### src/rtl/mac_sched.sv
// Round-robin scheduler sharing one multiply-accumulate unit between NUM_REQ
// 2-phase producers; emits a sum every VEC_LEN products. Optional MAC_SCHED_SRC_EN adds r_src.
module mac_sched #(
  parameter int NUM_REQ = 2,
  parameter int DATA_W  = 4,
  parameter int VEC_LEN = 2,
  parameter int ACC_W   = 9
) (
  input  logic                      clk,
  input  logic                      rst,
  input  logic [NUM_REQ-1:0]        l_req,
  output logic [NUM_REQ-1:0]        l_ack,
  input  logic [NUM_REQ*DATA_W-1:0] l_w_data,
  input  logic [NUM_REQ*DATA_W-1:0] l_i_data,
  output logic                      r_req,
  input  logic                      r_ack,
  output logic [ACC_W-1:0]          r_data
`ifdef MAC_SCHED_SRC_EN
  ,
  output logic [NUM_REQ-1:0]        r_src
`endif
);

  localparam int PTR_W  = (NUM_REQ > 1) ? $clog2(NUM_REQ) : 1;
  localparam int CNT_W  = (VEC_LEN > 1) ? $clog2(VEC_LEN + 1) : 1;
  localparam int PROD_W = 2 * DATA_W;

  typedef enum logic {
    COLLECT,
    EMIT
  } state_t;

  state_t             state;
  state_t             state_nxt;
  logic [PTR_W-1:0]   rr_ptr;
  logic [CNT_W-1:0]   cnt;
  logic [ACC_W-1:0]   acc;

  logic [NUM_REQ-1:0] pending;
  logic               grant_vld;
  logic [PTR_W-1:0]   grant_idx;
  logic [NUM_REQ-1:0] grant_oh;
  logic [PTR_W-1:0]   rr_nxt;
  logic               last_grant;
  logic [DATA_W-1:0]  w_sel;
  logic [DATA_W-1:0]  i_sel;
  logic [PROD_W-1:0]  product;
  logic [ACC_W-1:0]   sum;

  assign pending = l_req ^ l_ack;

  // Search from rr_ptr upward; the first pending producer wins. Nothing is
  // granted while a result is waiting for its acknowledge.
  always_comb begin
    // NOTE: every combinational output gets a default first so no path leaves it unassigned (no latch).
    grant_vld = 1'b0;
    grant_idx = '0;
    grant_oh  = '0;
    if (state == COLLECT) begin
      for (int k = 0; k < NUM_REQ; k++) begin
        if (!grant_vld && pending[(int'(rr_ptr) + k) % NUM_REQ]) begin
          grant_vld = 1'b1;
          grant_idx = PTR_W'((int'(rr_ptr) + k) % NUM_REQ);
          grant_oh[(int'(rr_ptr) + k) % NUM_REQ] = 1'b1;
        end
      end
    end
  end

  always_comb begin
    rr_nxt = (grant_idx == PTR_W'(NUM_REQ - 1)) ? '0 : grant_idx + PTR_W'(1);
  end

  assign w_sel      = l_w_data[grant_idx*DATA_W +: DATA_W];
  assign i_sel      = l_i_data[grant_idx*DATA_W +: DATA_W];
  assign product    = PROD_W'(w_sel) * PROD_W'(i_sel);
  assign sum        = acc + ACC_W'(product);
  assign last_grant = (cnt == CNT_W'(VEC_LEN - 1));

  always_ff @(posedge clk or posedge rst) begin
    if (rst) state <= COLLECT;
    else     state <= state_nxt;
  end

  always_comb begin
    state_nxt = state;
    case (state)
      COLLECT: if (grant_vld && last_grant) state_nxt = EMIT;
      EMIT:    if (r_ack == r_req)          state_nxt = COLLECT;
      default: state_nxt = COLLECT;
    endcase
  end

  // Datapath: one grant per edge at most; an idle cycle holds everything.
  always_ff @(posedge clk or posedge rst) begin
    if (rst) begin
      // NOTE: sequential state uses non-blocking assignments so every register samples pre-edge values.
      l_ack  <= '0;
      r_req  <= 1'b0;
      r_data <= '0;
      acc    <= '0;
      cnt    <= '0;
      rr_ptr <= '0;
    end else if (grant_vld) begin
      l_ack  <= l_ack ^ grant_oh;
      rr_ptr <= rr_nxt;
      if (last_grant) begin
        r_data <= sum;
        r_req  <= ~r_req;
        acc    <= '0;
        cnt    <= '0;
      end else begin
        acc    <= sum;
        cnt    <= cnt + CNT_W'(1);
      end
    end
  end

`ifdef MAC_SCHED_SRC_EN
  logic [NUM_REQ-1:0] src_mask;

  // Mask of producers contributing to the result under construction.
  always_ff @(posedge clk or posedge rst) begin
    if (rst) begin
      src_mask <= '0;
      r_src    <= '0;
    end else if (grant_vld) begin
      if (last_grant) begin
        r_src    <= src_mask | grant_oh;
        src_mask <= '0;
      end else begin
        src_mask <= src_mask | grant_oh;
      end
    end
  end
`endif

endmodule

### config.mk
export PLATFORM = sky130hd
export DESIGN_NAME = mac_sched
export DESIGN_NICKNAME = d
export VERILOG_FILES = /design/src/rtl/mac_sched.sv
export SDC_FILE = /design/constraint.sdc
export NUM_CORES = 1
export LEC_CHECK = 0
export ABC_AREA = 1
export CAP_MARGIN = 20
export CORE_AREA = 5 5 73 75
export DETAILED_ROUTE_END_ITERATION = 16
export DIE_AREA = 0 0 78 80
export PLACE_DENSITY = 0.7
export SYNTH_ARGS = -nofsm -noshare
export SYNTH_HDL_FRONTEND = slang
export SYNTH_SLANG_ARGS = --single-unit
### constraint.sdc
create_clock -name clk -period 3.7 [get_ports clk]
set_input_delay 0.74 -clock clk [delete_from_list [all_inputs] [get_ports clk]]
set_output_delay 0.74 -clock clk [all_outputs]
set_load 0.02 [all_outputs]
[Word level (Yosys, flattened, before mapping)]
Cells that the tools add are included.
Storage, ports and cells
  bits in registers: 25
  input port bits: 21
  output and inout bits: 12
  word-level logic and storage cells: 58
Operators by class
  multiply operators: 1
  reduce and logical (&&, ||, !) cells: 6
  equality and inequality tests: 2
  multiplexer cells: 26
  $lt $le $gt $ge: 4
  shifts and indexed selects: 2
  bitwise gates (word level): 6
  add/sub/neg operators: 4
Operators by type and width (count)
  two-way mux 1 bit: 17
  variable part select 8 x 4 -> 4 bit: 2
  two-way mux 2 bit: 5
  adder 9 x 8 -> 9 bit: 1
  two-way mux 9 bit: 1
  multiplier 4 x 4 -> 8 bit: 1
  logical AND 1 bit: 4
  bitwise XOR 2 bit: 2
  less-than comparator 2 x 3 -> 1 bit, second input constant: 1
  adder 1 bit, second input constant: 2
  adder 2 x 1 -> 2 bit, second input constant: 1
  demux 1 bit (select 1 bit): 2
  equality test 2 x 1 -> 1 bit, second input constant: 1
  greater-or-equal comparator 2 x 1 -> 1 bit, second input constant: 1
  less-than comparator 1 x 2 -> 1 bit, second input constant: 1
  inverter 1 bit: 2
  bitwise OR 2 bit: 1
  one-hot mux 1 bit (2 select lines): 1
  AND reduction 2 bit: 1
  AND 1 bit, first input constant: 1
  equality test 1 bit: 1
  greater-or-equal comparator 1 bit, second input constant: 1
  logical NOT 1 bit: 1

[Longest topological paths before layout]
  depth after elaboration: 13
  gate-level depth with buffers: 24
  depth with buffers taken out: 23

[Least setup slack after synthesis]
No wires, ideal clock.
  path kind: in2reg
  start: input port l_req[0]
  end: register acc[8]
  cell stages on the path: 18
  required time: 3.583 ns
  arrival: 3.826 ns
  setup time: 0.117 ns
  path buffers: 1
  setup slack: -0.244 ns
  cells stage by stage: nand2_1 -> nand3_4 -> nand2_4 -> buf_6 -> nand2_1 -> nand2_1 -> nand3_1 -> fa_1 -> fa_1 -> fa_1 -> inv_1 -> ha_1 -> a21oi_1 -> nand2_1 -> nand2_1 -> nand3_1 -> nand3_1 -> nand2_1
Between the ends
  cells in the longest elaborated chain, start to end: 13
  elaborated cells on any way between the ends: 20
  those cells by class: 1 x add/sub; 1 x mul; 2 x shift; 13 x mux; 1 x bitwise; 2 x reduce/logical
Ends and longest elaborated chain
  start, declared: RTL line 11  | input logic [NUM_REQ-1:0] l_req,
  bitwise XOR 2 bit (*): RTL line 50  | assign pending = l_req ^ l_ack;
  two-way mux 1 bit (implied by the code) (2 in series): RTL line 61  | if (!grant_vld && pending[(int'(rr_ptr) + k) % NUM_REQ]) begin
  two-way mux 1 bit: RTL line 61
  two-way mux 1 bit: RTL line 59  | if (state == COLLECT) begin
  logical NOT 1 bit: RTL line 61
  logical AND 1 bit: RTL line 61
  two-way mux 1 bit: RTL line 61
  two-way mux 1 bit: RTL line 59
  variable part select 8 x 4 -> 4 bit (on tied branches): RTL line 74, 75
  multiplier 4 x 4 -> 8 bit: RTL line 76  | assign product = PROD_W'(w_sel) * PROD_W'(i_sel);
  adder 9 x 8 -> 9 bit: RTL line 77  | assign sum = acc + ACC_W'(product);
  two-way mux 9 bit: RTL line 107  | if (last_grant) begin
  end signal, assigned: RTL line 113  | acc <= sum;
  end, declared: RTL line 37  | logic [ACC_W-1:0] acc;
Every way passes the cells marked *; elsewhere a longest branch is shown, timed or not. The select of a mux whose other input is x is not followed.
A chain may end at the register's enable or synchronous reset.

[Final worst setup path]
  start: input port l_req[1]
  end: register acc[6]
The elaborated chain is that of the path after synthesis.

==> flow_metrics.env <==
export IMPL_synth_net_count=297
export IMPL_fin_crit_ps=3680
export IMPL_cp_cell_sequence="buf_8, nand2_4, nand2_4, nor2_8, nand2_8, buf_6, nand2_2, nand2_2, inv_2, nand2_2, fa_1, fa_1, fa_1, inv_2, ha_4, nand3_4, nand2_4, nand2_2, nand2_2, nand2_1, nand3_1, nand2_1"
export IMPL_setup_viol=0
export IMPL_hold_buffers=0
export IMPL_cts_htree_levels=1
export IMPL_root_buffer="clkbuf_8"
export IMPL_antenna_cells=0
export IMPL_fin_ws_ps=20.7
export IMPL_synth_top_area_share_pct=31.3
export IMPL_place_area_mm2=0.00253
export IMPL_slew_headroom_pct=73.7
export IMPL_fp_coreArea_mm2=0.00460
export IMPL_arrival_ps=3850
export IMPL_dr_pass1_iters=4
export IMPL_grt_pass1_vias=1663
export IMPL_path_max_fanout=7
export IMPL_cts_tree="yes"
export IMPL_vias_per_cell=4.72
export IMPL_critPathKind="in2reg"
export IMPL_synth_edff_count=0
export IMPL_finalClockSkew_ps=3.47
export IMPL_die_area_mm2=0.00624
export IMPL_holdCritPathClass="reg2reg"
export IMPL_crit_required_ps=3870
export IMPL_clock_latency_ps=270
export IMPL_synth_mux_area_fraction_pct=0
export IMPL_synth_top_area_cell="dfrtp_1"
export IMPL_synth_compound_area_share_pct=5.70
export IMPL_synth_async_sr_flop_share_pct=100
export IMPL_setup_tns_final_ps=0
export IMPL_start_kind="primary input"
export IMPL_crit_start="l_req[1]"
export IMPL_tightestPinTransition_ps=394
export IMPL_final_net_count=361
export IMPL_worst_path_most_repeated_cell="nand2_2"
export IMPL_synth_avg_cell_area_um2=7.99
export IMPL_crit_path_end="acc[6]"
export IMPL_fp_dieH_um=80
export IMPL_hold_violations=0
export IMPL_port_buffers=32
export IMPL_wire_per_inst_um=12.2
export IMPL_fmax_ghz=0.272
export IMPL_post_dp_hpwl_mm=3.24
export IMPL_gp_congestion=0.831
export IMPL_rsz0062_at_grt="yes"
export IMPL_fp_row_count=25
export IMPL_synth_top_family_by_area="simple AND/OR/NAND/NOR gates"
export IMPL_critical_path_slowest_cell="fa_1"
export IMPL_clock_sinks=25
export IMPL_period_share_pct=99.4
export IMPL_drive_above_1_share_pct=36.1
export IMPL_drc=0
export IMPL_final_area_mm2=0.00288
export IMPL_clkTransAtPathRegs_ps=90
export IMPL_cts_buffer_depth=2
export IMPL_r2r_cells=22
export IMPL_area_delta_synth_final_pct=44.3
export IMPL_yosysWarnings=0
export IMPL_rrSetupSlack_ps=80
export IMPL_slowest_delay_ps=510
export IMPL_track_usage_pct=14.2
export IMPL_drt_iter0_drc=84
export IMPL_synth_xor_area_share_pct=3.51
export IMPL_status="finished, final reports clean"
export IMPL_drv_cap=0
export IMPL_synth_ff_type="dfrtp_1"
export IMPL_postRouteAntennaNets=0
export IMPL_netlist_area_mm2=0.00200
export IMPL_syn_inst=250
export IMPL_endpoint_kind="flip-flop"
export IMPL_io_pins=33
export IMPL_ys_seq_area_share_pct=31.3
export IMPL_timing_rr_start="l_ack[1]"
export IMPL_synth_simple_area_share_pct=27.9
export IMPL_grt_max_degree=26
export IMPL_yosys_top_cells_count="nand2_1 (73), inv_1 (43), dfrtp_1 (25)"
export IMPL_grt_pass1_wl_mm=7.33
export IMPL_cts_buffers=3
export IMPL_grt_overflow_total=0
export IMPL_synth_fa_ha_area_share_pct=19.7
export IMPL_antenna_found_initial=0
export IMPL_synthTopCellsByArea="dfrtp_1 (31%), nand2_1 (14%), ha_1 (11%)"
export IMPL_ys_ff_latch=25
export IMPL_yosysMostFrequentCell="nand2_1"
export IMPL_slew_viol_final=0
export IMPL_yosysUniqueCellTypes=26
export IMPL_drt_wl_total_mm=4.48
export IMPL_die_width_um=78
export IMPL_reg2reg_to="acc[6]"
export IMPL_pre_cts_ws_ps=-787
export IMPL_vias=1732
export IMPL_initial_core_util_pct=43.5
## cell type report
| cell class | count | area (um^2) |
|---|---|---|
| timing repair buffer | 62 | 576 |
| tap | 54 | 67.6 |
| clock buffer | 3 | 41.3 |
| clock inverter | 1 | 5.00 |
| sequential | 25 | 626 |
| multi-input combinational | 168 | 1360 |
| fill | 380 | 1720 |
| inverter | 54 | 213 |
## critical path, delay by kind of cell
family	cells	cell delay (ps)
adder cells (fa/ha/maj)	4	1730
buffers and inverters	4	340
AND/OR/NAND/NOR	14	1020
## layer usage
| layer | track usage [%] | vias to the layer above | wire, um |
|---|---|---|---|
| met3 | 3.16 | 4 | 198 |
| met2 | 23.7 | 32 | 2230 |
| li1 | - | 889 | - |
| met1 | 18.8 | 807 | 2010 |
| met4 | 2.70 | 0 | 44 |
| met5 | 0 | - | 0 |
## cells by family (layout without fill, tap and decap cells)
kind of cell             count (synthesis)  in the layout
XOR/XNOR                                 8              8
buffers and inverters                   57            120
AO/OA/AOI/OAI                           18             18
flip-flops                              25             25
adder cells (fa/ha/maj)                 26             26
AND/OR/NAND/NOR                        116            116
## cell usage in the layout, fill, tap and decap left out, types with 4 or more instances in the layout
master and instances:
nand2_1 50, inv_1 37, clkdlybuf4s50_1 29, buf_4 26, dfrtp_1 25, nand2_2 24, inv_2 15, ha_1 14
nand3_1 9, nor2_1 9, fa_1 8, nand3_2 7, nand2_4 6, o21ai_2 6, o21ai_1 5, xor2_1 4
## state kept, by name, indices dropped and copies added (netlist names)
name,count
acc,9
r_data,9
cnt,2
l_ack,2
r_req,1
rr_ptr,1
state,1
## worst min-delay path by stage
stage | from | end | slack [ps] | cells past startpoint
floorplan | acc[7] | acc[7] | 460 | 2
global placement | r_data[4] | r_data[4] | 470 | 2
detailed placement | r_data[7] | r_data[7] | 470 | 2
CTS | r_data[4] | r_data[4] | 490 | 2
global route | r_data[4] | r_data[4] | 510 | 2
finish | r_data[7] | r_data[7] | 480 | 2
## through the flow
| step | std cells | hold WS (ps) | utilization [%] |
|---|---|---|---|
| 2_1_floorplan | 250 | 456 | - |
| 3_3_place_gp | 351 | 470 | 55.1 |
| 3_5_place_dp | 351 | 468 | 55.1 |
| 4_1_cts | 362 | 492 | 58.4 |
| 5_1_grt | 367 | 507 | 62.7 |
| 6_report | 367 | 484 | 62.7 |
## what timing repair did
action,in CTS,in global routing
resized for setup,26,36
endpoints found under the setup margin,14,12
hold endpoints to repair,0,0
buffers inserted,7,4
pin swaps,26,26
Power is not shown: default switching activity piles up to over one toggle a cycle in this logic, so the estimate is an artifact.
